$ cat src/rtl/lsu_bus_adapter_pkg.sv
// Shared encodings for the load/store bus adapter.
//   MEM_RD_*   : decoder load-type encodings (3 bits)
//   MEM_WR_*   : unshifted store lane masks (4 bits)
//   lsu_state_e: adapter FSM states (2 bits)
//   LSU_STRB_W : bus byte-strobe width
//   lsu_misaligned(): misaligned-access test, used when LSU_MISALIGN_TRAP_EN is defined
package lsu_bus_adapter_pkg;

    localparam logic [2:0] MEM_RD_NONE = 3'd0;
    localparam logic [2:0] MEM_RD_BYTE = 3'd1;
    localparam logic [2:0] MEM_RD_HALF = 3'd2;
    localparam logic [2:0] MEM_RD_WORD = 3'd3;
    localparam logic [2:0] MEM_RD_B_U  = 3'd4;
    localparam logic [2:0] MEM_RD_H_U  = 3'd5;

    localparam logic [3:0] MEM_WR_NONE = 4'b0000;
    localparam logic [3:0] MEM_WR_BYTE = 4'b0001;
    localparam logic [3:0] MEM_WR_HALF = 4'b0011;
    localparam logic [3:0] MEM_WR_WORD = 4'b1111;

    localparam int LSU_STRB_W = 4;

    typedef enum logic [1:0] {
        LSU_IDLE = 2'd0,
        LSU_REQ  = 2'd1,
        LSU_RESP = 2'd2,
        LSU_DONE = 2'd3
    } lsu_state_e;

    // A read type, when present, decides the access size; the mask is ignored.
    function automatic logic lsu_misaligned(logic [2:0] rt, logic [3:0] mk, logic [1:0] off);
        logic half, word;
        if (rt != MEM_RD_NONE) begin
            half = (rt == MEM_RD_HALF) || (rt == MEM_RD_H_U);
            word = (rt == MEM_RD_WORD);
        end else begin
            half = (mk == MEM_WR_HALF);
            word = (mk == MEM_WR_WORD);
        end
        return (half && off[0]) || (word && (off != 2'b00));
    endfunction

endpackage

$ cat src/rtl/lsu_load_align.sv
// Load data alignment: shifts the bus word down by the byte offset (zero
// fill) and sign/zero-extends according to the load type.
//   rdata_i : raw bus read word
//   rtype_i : MEM_RD_* load type
//   off_i   : byte offset addr[1:0]
//   data_o  : extended result (0 for MEM_RD_NONE / unused codes)
module lsu_load_align
    import lsu_bus_adapter_pkg::*;
(
    input  logic [31:0] rdata_i,
    input  logic [2:0]  rtype_i,
    input  logic [1:0]  off_i,
    output logic [31:0] data_o
);

    logic [31:0] sh;

    always_comb begin
        sh = rdata_i >> {off_i, 3'b000};
        case (rtype_i)
            MEM_RD_BYTE: data_o = {{24{sh[7]}}, sh[7:0]};
            MEM_RD_B_U:  data_o = {24'h0, sh[7:0]};
            MEM_RD_HALF: data_o = {{16{sh[15]}}, sh[15:0]};
            MEM_RD_H_U:  data_o = {16'h0, sh[15:0]};
            MEM_RD_WORD: data_o = sh;
            default:     data_o = 32'h0;
        endcase
    end

endmodule

$ cat src/rtl/lsu_bus_adapter.sv
// Load/store unit bus adapter. Latches one decoder op, runs a valid/ready
// request on the data bus, waits for read data and returns the extended
// load result, holding the core stalled while the access is in flight.
//   clk, rst        : clock, synchronous active-high reset
//   mem_read_type   : decoder load type (MEM_RD_*)
//   mem_write_mask  : unshifted store mask (MEM_WR_*)
//   addr, wdata     : effective address, store data
//   stall           : pipeline freeze
//   load_data/valid : extended load result, one-cycle valid pulse
//   bus_*           : data-memory request/response channel
//   misalign_trap   : only when LSU_MISALIGN_TRAP_EN is defined; pulses in
//                     DONE for a misaligned access that was not issued
module lsu_bus_adapter
    import lsu_bus_adapter_pkg::*;
#(
    parameter int ADDR_W = 32,
    parameter int DATA_W = 32
) (
    input  logic                  clk,
    input  logic                  rst,
    input  logic [2:0]            mem_read_type,
    input  logic [3:0]            mem_write_mask,
    input  logic [ADDR_W-1:0]     addr,
    input  logic [DATA_W-1:0]     wdata,
    output logic                  stall,
    output logic [DATA_W-1:0]     load_data,
    output logic                  load_valid,
    output logic [ADDR_W-1:0]     bus_addr,
    output logic [DATA_W-1:0]     bus_wdata,
    output logic [LSU_STRB_W-1:0] bus_wstrb,
    output logic                  bus_we,
    output logic                  bus_valid,
    input  logic                  bus_ready,
    input  logic [DATA_W-1:0]     bus_rdata,
    input  logic                  bus_rvalid
`ifdef LSU_MISALIGN_TRAP_EN
    ,
    output logic                  misalign_trap
`endif
);

    lsu_state_e        state_q;
    logic [2:0]        type_q;
    logic [3:0]        mask_q;
    logic [ADDR_W-1:0] addr_q;
    logic [DATA_W-1:0] wdata_q;
    logic [DATA_W-1:0] ld_q;
    logic              mis_q;
    logic [DATA_W-1:0] ld_d;
    logic              is_rd_in, op_in, mis_in, is_load_q;

    assign is_rd_in  = (mem_read_type != MEM_RD_NONE);
    assign op_in     = is_rd_in || (mem_write_mask != MEM_WR_NONE);
    assign is_load_q = (type_q != MEM_RD_NONE);

`ifdef LSU_MISALIGN_TRAP_EN
    assign mis_in = lsu_misaligned(mem_read_type, mem_write_mask, addr[1:0]);
`else
    assign mis_in = 1'b0;
`endif

    lsu_load_align u_align (
        .rdata_i (bus_rdata),
        .rtype_i (type_q),
        .off_i   (addr_q[1:0]),
        .data_o  (ld_d)
    );

    always_ff @(posedge clk) begin
        if (rst) begin
            state_q <= LSU_IDLE;
            type_q  <= MEM_RD_NONE;
            mask_q  <= MEM_WR_NONE;
            addr_q  <= '0;
            wdata_q <= '0;
            ld_q    <= '0;
            mis_q   <= 1'b0;
        end else begin
            case (state_q)
                LSU_IDLE: begin
                    if (op_in) begin
                        type_q  <= mem_read_type;
                        // Loads win over a simultaneous mask; a zero mask
                        // also makes strobes and bus_we read as a load.
                        mask_q  <= is_rd_in ? MEM_WR_NONE : mem_write_mask;
                        addr_q  <= addr;
                        wdata_q <= wdata;
                        mis_q   <= mis_in;
                        state_q <= mis_in ? LSU_DONE : LSU_REQ;
                    end
                end
                LSU_REQ: begin
                    if (bus_ready) begin
                        if (!is_load_q) begin
                            state_q <= LSU_DONE;
                        end else if (bus_rvalid) begin
                            ld_q    <= ld_d;
                            state_q <= LSU_DONE;
                        end else begin
                            state_q <= LSU_RESP;
                        end
                    end
                end
                LSU_RESP: begin
                    if (bus_rvalid) begin
                        ld_q    <= ld_d;
                        state_q <= LSU_DONE;
                    end
                end
                // The decoder still shows this op during DONE; returning to
                // IDLE unconditionally keeps it from being issued twice.
                default: state_q <= LSU_IDLE;
            endcase
        end
    end

    // Only the IDLE term is combinational; it is masked during reset so
    // every output reads 0 while rst is held.
    assign stall = !rst && (((state_q == LSU_IDLE) && op_in) ||
                            (state_q == LSU_REQ) || (state_q == LSU_RESP));

    assign bus_valid  = (state_q == LSU_REQ);
    assign bus_addr   = {addr_q[ADDR_W-1:2], 2'b00};
    assign bus_we     = (mask_q != MEM_WR_NONE);
    // Upper lanes shifted past bit 3 are dropped, so a misaligned store
    // only writes the lanes that fit in this word.
    assign bus_wstrb  = mask_q << addr_q[1:0];
    assign load_data  = ld_q;
    assign load_valid = (state_q == LSU_DONE) && is_load_q && !mis_q;

`ifdef LSU_MISALIGN_TRAP_EN
    assign misalign_trap = (state_q == LSU_DONE) && mis_q;
`endif

    always_comb begin
        case (mask_q)
            MEM_WR_BYTE: bus_wdata = {4{wdata_q[7:0]}};
            MEM_WR_HALF: bus_wdata = {2{wdata_q[15:0]}};
            default:     bus_wdata = wdata_q;
        endcase
    end

endmodule

$ cat config.mk
export PLATFORM = sky130hd
export DESIGN_NAME = lsu_bus_adapter
export DESIGN_NICKNAME = d
export VERILOG_FILES = /design/src/rtl/lsu_bus_adapter_pkg.sv /design/src/rtl/lsu_load_align.sv /design/src/rtl/lsu_bus_adapter.sv
export SDC_FILE = /design/constraint.sdc
export NUM_CORES = 1
export LEC_CHECK = 0
export CORE_MARGIN = 5
export CORE_UTILIZATION = 39
export DETAILED_ROUTE_END_ITERATION = 8
export PLACE_DENSITY_LB_ADDON = 0.05
export SLEW_MARGIN = 5
export SYNTH_ARGS = -nofsm -noshare
export SYNTH_HDL_FRONTEND = slang
export SYNTH_SLANG_ARGS = --single-unit
$ cat constraint.sdc
create_clock -name clk -period 1.66 [get_ports clk]
set_input_delay 0.332 -clock clk [delete_from_list [all_inputs] [get_ports clk]]
set_output_delay 0.332 -clock clk [all_outputs]
set_load 0.005 [all_outputs]
==> reports/results.ini, run 1 <==
[routing]
vias_per_cell = 5.08
vias = 5302
wl_per_cell_um = 17.7
antenna_left = 0
wl_um = 18400
drc_errors = 0
drt_iter0_markers = 355
dr.pass1.iters = 5

[setup_path]
cpMostUsedCell = buf_6
critPathSlowestCell = dfxtp_2
critPathMaxStageDelay_ns = 0.34
rr_worst_depth = 7
r2r-end = load_data[21]
cp.buffers_inverters = 5
critPathCapture = bus_wdata[17]
worstPathArrival_ns = 1.76
r2r_slack_ns = -0.17
path_depth = 7
crit_start = mask_q[2]
cp_top_family = buffers and inverters
path_cells = nor3b_4 -> buf_4 -> buf_6 -> buf_6 -> buf_8 -> mux2_4 -> buf_6
rr_startpoint = state_q[0]
critPathLaunchType = flip-flop
crit_type = flip-flop to output pin
cp-end-kind = output pin
worstPathMaxFanout = 6
critPathRequiredTime_ns = 1.33

[finish]
final_core_util = 0.664
drive_gt1_frac = 0.286
syn_to_final_growth_pct = 67.9
fin_nets = 972
layout_common_cells = clkdlybuf4s50_1 (167), nand2_1 (153), dfxtp_1 (86), a21oi_1 (78), buf_4 (54)
fin_area_um2 = 8760
mostFrequentLayoutCell = clkdlybuf4s50_1
fin_cells = 1043
fill_cells = 1091

[outcome]
violations = negative setup slack
status = complete, but fails checks

[timing]
slew_headroom = 0.650
finalHoldViolCount = 0
worst_slew_pin_slew_ns = 0.525
setup_tns_ns = -11.31
min_period_over_period = 1.26
fin_skew_ns = 0.00521
slew_viol_final = 0
fmax_ghz = 0.477
setup_ws_ns = -0.436
min_period_ns = 2.10
setup_viol = 46
rsz0062_at_grt = yes

[place]
placed_cells = 982
gp_congestion = 0.816
place_area_um2 = 7510
dp_hpwl_um = 11700
portBuffers = 208

[global_routing]
grt_use_met3 = 0.0868
grt_max_degree = 63
grt_antenna_before_repair = 3
first_global_vias = 5377
grt_overflow_total = 0
top_usage_layer = met2
grt_pass1_wl_um = 27000
grtUsageTotal = 0.210
use_met1 = 0.239
grt_use_met2 = 0.368

[clocking]
clk_latency_ns = 0.35
cts_sinks = 105
holdBufCountCts = 0
cts_buffer_depth = 2
clock-root-buffer = clkbuf_16
h-tree-depth = 3
numCtsBuffers = 9
clk_pin_slew_ns = 0.07
cts_tree = yes

[die]
row_count = 42
core_um2 = 13200
die_w_um = 126
start_util = 0.395
die_area_um2 = 15800
die_h_um = 126
io-pin-count = 211

[hold_path]
hold_class = input pin to flip-flop
min_from = mem_write_mask[3]

[synth]
async_flop_share = 0
synth_area_um2 = 5220
yosys_warnings = 0
synthFlopType = dfxtp_1
ys_seq_area_frac = 0.403
synth.distinct_cells = 47
post_synth.cell_area_avg_um2 = 8.36
synth_edf_count = 0
synth_seq_cells = 105
postSynthCellCount = 624

[power_and_ir_drop]
worst_ir_drop_vdd_mv = 0.799
p_leak_nw = 3.56
p_per_area_nw_per_um2 = 1330
power.total_w = 0.0116

[flow_run]
drv_cap = 0

[worst min-delay path by stage]
stage | to | slack, ns | depth (start not counted)
CTS | mask_q[3] | 0.41 | 3
global route | mask_q[3] | 0.41 | 3
global placement | wdata_q[20] | 0.44 | 2
detailed placement | wdata_q[19] | 0.45 | 2
finish | mask_q[3] | 0.41 | 3
floorplan | wdata_q[16] | 0.43 | 2
[final cells by class]
cell class                      count  area [µm²]  share of cell area
Timing Repair Buffer              307        3090               0.353
Multi-Input combinational cell    433        2970               0.339
Sequential cell                   105        2130               0.244
Clock buffer                       10         229              0.0261
Tap cell                          176         220              0.0251
Clock inverter                      6        90.1              0.0103
Inverter                            4        17.5             0.00200
Antenna cell                        2        5.00            0.000572
[worst reg2reg max path, stage by stage (launching register included)]
cell     delay (ns)
dfxtp_2        0.34
buf_6          0.13
ha_4           0.17
mux2i_4        0.20
or4b_4         0.57
buf_12         0.18
nor2_4         0.09
a211o_1        0.09
[what timing repair did]
item / CTS / global route
buffers inserted: 21 / 18
endpoints found under the setup margin: 130 / 128
gates resized for setup: 240 / 71
cloned: 5 / 6
pin swaps: 15 / 23
[registers in the layout, summed over array words and instances (netlist names)]
| name | count |
|---|---|
| addr_q | 32 |
| type_q | 3 |
| state_q | 2 |
| wdata_q | 32 |
| mask_q | 4 |
| load_data | 32 |
[report_power, final]
part / switching, W / internal, W / leakage [nW]
registers: 0.000458 / 0.00310 / 0.869
logic: 0.00260 / 0.00316 / 2.54
clock network: 0.000980 / 0.00133 / 0.153
[cell usage after synthesis, types with 4 or more instances]
library cell	n	area share
nand2_1	156	0.11
dfxtp_1	105	0.40
a21oi_1	89	0.085
buf_4	40	0.058
mux2i_1	31	0.060
nor2_1	29	0.021
buf_2	19	0.018
a211o_1	16	0.027
mux2_2	16	0.035
nor2b_1	14	0.017
clkbuf_1	13	0.0094
a311oi_1	9	0.015
o21ai_0	9	0.0086
a221o_1	8	0.015
a32o_1	7	0.013
and2_1	7	0.0084
buf_1	7	0.0050
ha_1	5	0.012
nand3_1	5	0.0048
buf_6	4	0.0086
inv_1	4	0.0029
[routing by layer]
metal	wire length, µm	vias to the layer above
met5	13	-
li1	-	2577
met4	213	2
met2	9340	169
met3	1500	18
met1	7360	2536
[kinds of logic after synthesis]
| logic type | after synthesis | synth area share |
|---|---|---|
| compound gates | 148 | 0.183 |
| fa+ha+maj | 5 | 0.0120 |
| buf+inv | 90 | 0.111 |
| flops | 105 | 0.403 |
| mux | 48 | 0.0984 |
| other cells | 1 | 0.000719 |
| simple gates | 227 | 0.192 |
[stage by stage]
| stage | setup slack [ns] | hold WS [ns] |
|---|---|---|
| finish | -0.436 | 0.415 |
| global route | -0.496 | 0.408 |
| CTS | -0.504 | 0.408 |
| global placement | -0.685 | 0.440 |
| detailed placement | -0.612 | 0.448 |
| floorplan | -0.0156 | 0.434 |
(Power assumes the default switching activity.)
==> run 2, diff against run 1 <==
--- a/config.mk
+++ b/config.mk
@@ -5,8 +5,10 @@
 export SDC_FILE = /design/constraint.sdc
 export NUM_CORES = 1
 export LEC_CHECK = 0
+export ABC_AREA = 1
+export CAP_MARGIN = 30
 export CORE_MARGIN = 5
-export CORE_UTILIZATION = 39
+export CORE_UTILIZATION = 40
 export DETAILED_ROUTE_END_ITERATION = 8
 export PLACE_DENSITY_LB_ADDON = 0.05
 export SLEW_MARGIN = 5
==> run 2 against run 1 <==
Compared with the run above:
- the run still ends with negative setup slack left
- core utilization fell by 1.1 points
- global-route usage up 0.74 points
- die area fell by 0.49%
- register-to-register slack better by 0.11 ns
- fmax rose by 13%
- first-iteration DRC count increased by 21%
- final area fell by 2.1%
- synthesized cell count is 28% higher
- critical path type unchanged
- largest cell class is now multi-input gates
- largest power group unchanged
==> reports/results.ini, run 2 <==
[clocking]
cts_sinks = 105  ; unchanged
h-tree-depth = 3  ; unchanged
cts_buffer_depth = 2  ; unchanged
clk_pin_slew_ns = 0.07  ; about the same
clock-root-buffer = clkbuf_16
cts_tree = yes
numCtsBuffers = 9  ; unchanged
clk_latency_ns = 0.35  ; about the same
holdBufCountCts = 0  ; unchanged

[power_and_ir_drop]
p_leak_nw = 3.85  ; +7.9%
worst_ir_drop_vdd_mv = 0.802  ; +0.29%
p_per_area_nw_per_um2 = 1680  ; +26%

[synth]
netlist.area_leader.share = 0.395  ; -0.00796
ys_top_cells_by_area = dfxtp_1 (40%), nand2_1 (13%), nor2_1 (12%), o21ai_0 (8.9%), buf_4 (7.1%)
synth_area_um2 = 5320  ; +2.0%
synth_seq_cells = 105  ; unchanged
synth_compound_area_frac = 0.167  ; -0.0156
synth_most_common_cell = nand2_1
netlist_top_cells_count = nand2_1 (181), nor2_1 (168), dfxtp_1 (105)
synthXorXnorAreaFrac = 0  ; unchanged
synthMuxAreaShare = 0  ; -0.0984
synth_simple_gate_area_frac = 0.295  ; +0.103
synthFlopType = dfxtp_1
postSynthCellCount = 797  ; +28%
yosys_warnings = 0  ; unchanged
synthAdderAreaFrac = 0.0118  ; -0.000237
synth_area_leader_cell = dfxtp_1
synth.distinct_cells = 29  ; -38%
ys_seq_area_frac = 0.395  ; -0.00796
post_synth.cell_area_avg_um2 = 6.68  ; -20%
synth_edf_count = 0  ; unchanged
synth_top_family_by_area = simple AND/OR/NAND/NOR gates
async_flop_share = 0  ; unchanged

[finish]
final_core_util = 0.653  ; -0.0113
syn_to_final_growth_pct = 61.1
fill_cells = 1168  ; +7.1%
fin_nets = 1109  ; +14%
layout_common_cells = clkdlybuf4s50_1 (170), nor2_1 (164), nand2_1 (127), dfxtp_1 (90), o21ai_0 (85)
antenna_cells = 0  ; -2
fin_cells = 1178  ; +13%
mostFrequentLayoutCell = clkdlybuf4s50_1
drive_gt1_frac = 0.251  ; -0.0341

[timing]
fin_skew_ns = 0.00792  ; +0.00271 ns
fmax_ghz = 0.540  ; +13%
rsz0062_at_grt = yes
slew_viol_final = 0  ; unchanged
setup_viol = 49  ; +6.5%
min_period_over_period = 1.12  ; -0.147
min_period_ns = 1.85  ; -0.243 ns
setup_tns_ns = -4.15  ; +7.17 ns
finalHoldViolCount = 0  ; unchanged
setup_ws_ns = -0.193  ; +0.243 ns

[place]
dp_hpwl_um = 12900  ; +10%
gp_congestion = 0.912  ; +12%
pre_cts_slack_ns = -0.486  ; +0.126 ns
placed_cells = 1142  ; +16%
portBuffers = 208  ; unchanged

[routing]
wl_met3_um = 1290  ; -14%
vias = 5892  ; +11%
wl_per_cell_um = 16.0  ; -9.6%
wl_um = 18800  ; +2.1%
dr.pass1.iters = 5  ; unchanged
antenna_left = 0  ; unchanged
wl_met2_um = 9250  ; -0.97%
drc_errors = 0  ; unchanged
highest_layer = met4
wl_met1_um = 7670  ; +4.3%
drt_iter0_markers = 430  ; +21%
vias_per_cell = 5.00  ; -1.6%

[setup_path]
critPathCapture = bus_wdata[28]
critPathMaxStageDelay_ns = 0.34  ; about the same
r2r-end = load_data[10]
crit_start = mask_q[3]
path_depth = 7  ; unchanged
critPathLaunchType = flip-flop
r2r_slack_ns = -0.06  ; +0.11 ns
rr_worst_depth = 9  ; +2
cp_top_family = simple AND/OR/NAND/NOR gates
critPathSlowestCell = dfxtp_2
critPathRequiredTime_ns = 1.33  ; about the same
path_cells = nor2_4 -> nand2_4 -> nor2_4 -> buf_6 -> nand2_2 -> o211ai_1 -> buf_2
cp-end-kind = output pin
crit_type = flip-flop to output pin
rr_startpoint = state_q[0]
worstPathArrival_ns = 1.52  ; -0.24 ns
worstPathMaxFanout = 5  ; -1
cp.buffers_inverters = 2  ; -3
cpMostUsedCell = nor2_4

[global_routing]
grt_antenna_before_repair = 0  ; -3
first_global_vias = 5657  ; +5.2%
grt_max_degree = 59  ; -6.3%
grt_pass1_wl_um = 28200  ; +4.2%
grtUsageTotal = 0.217  ; +0.00742
grt_overflow_total = 0  ; unchanged

[die]
start_util = 0.405  ; +0.00958
core_um2 = 13100  ; -0.40%
io-pin-count = 211  ; unchanged
die_w_um = 125  ; -0.25%
die_area_um2 = 15700  ; -0.49%
row_count = 42  ; unchanged
die_h_um = 125  ; -0.25%

[outcome]
violations = negative setup slack
status = complete, but fails checks

[hold_path]
min_from = mem_read_type[0]
hold_class = input pin to flip-flop

[flow_run]
drv_cap = 0  ; unchanged

run 2: cell types whose count changed after synthesis, moves of 9 or more:
| cell | change |
|---|---|
| a211o_1 | -16 |
| a21oi_1 | -50 |
| a311oi_1 | -9 |
| buf_4 | +10 |
| inv_1 | +29 |
| mux2_2 | -16 |
| mux2i_1 | -31 |
| nand2_1 | +25 |
| nand3_1 | +26 |
| nor2_1 | +139 |
| nor2b_1 | -14 |
| o21ai_0 | +86 |
| o21ai_1 | +15 |
run 2: logic make-up after synthesis:
group | Yosys count
and+or+nand+nor | 393
other | 1
AOI/OAI and AO/OA | 167
buffers and inverters | 126
adders and majority gates | 5
DFF | 105
run 2: tightest hold or removal path, cell delays in order:
cell and delay, ns:
dlygate4sd2_1 0.22, nor2_1 0.07, nor2_1 0.10
run 2: cell type report:
| cell class | instances | area (µm²) | area share |
|---|---|---|---|
| Multi-Input combinational cell | 567 | 3040 | 0.355 |
| Timing Repair Buffer | 275 | 2710 | 0.316 |
| Sequential cell | 105 | 2130 | 0.248 |
| Clock buffer | 11 | 253 | 0.0295 |
| Tap cell | 176 | 220 | 0.0257 |
| Inverter | 39 | 161 | 0.0188 |
| Clock inverter | 5 | 63.8 | 0.00744 |
run 2: metrics by stage:
step / area, µm² / hold slack, ns / power (W)
2_1_floorplan: 5320 / 0.460 / 0.00778
3_3_place_gp: 7510 / 0.452 / 0.0108
3_5_place_dp: 7510 / 0.455 / 0.0109
4_1_cts: 7940 / 0.398 / 0.0133
5_1_grt: 8570 / 0.424 / 0.0154
6_report: 8570 / 0.416 / 0.0144
run 2: worst min-delay path by stage:
stage | slack [ns] | end | depth (start not counted)
final | 0.42 | type_q[0] | 3
after global routing | 0.42 | type_q[2] | 3
after CTS | 0.40 | type_q[2] | 3
after detailed placement | 0.46 | load_data[3] | 2
after global placement | 0.45 | load_data[31] | 2
after floorplan | 0.46 | load_data[10] | 2
run 2: power breakdown:
group | internal [W] | switching, W
Combinational | 0.00378 | 0.00432
Clock | 0.00126 | 0.000989
Sequential | 0.00342 | 0.000613
Total | 0.00847 | 0.00592
run 2: routing by layer:
metal  GRT usage  vias up
met5           0        -
met4      0.0848        0
met3      0.0512       48
met2       0.373      227
met1       0.263     2699
li1            -     2918
run 2: repair_timing:
item | CTS | global route
cloned | 1 | 6
resized for setup | 198 | 138
pin swaps | 14 | 53
setup endpoints to repair | 97 | 82
buffers inserted | 6 | 8
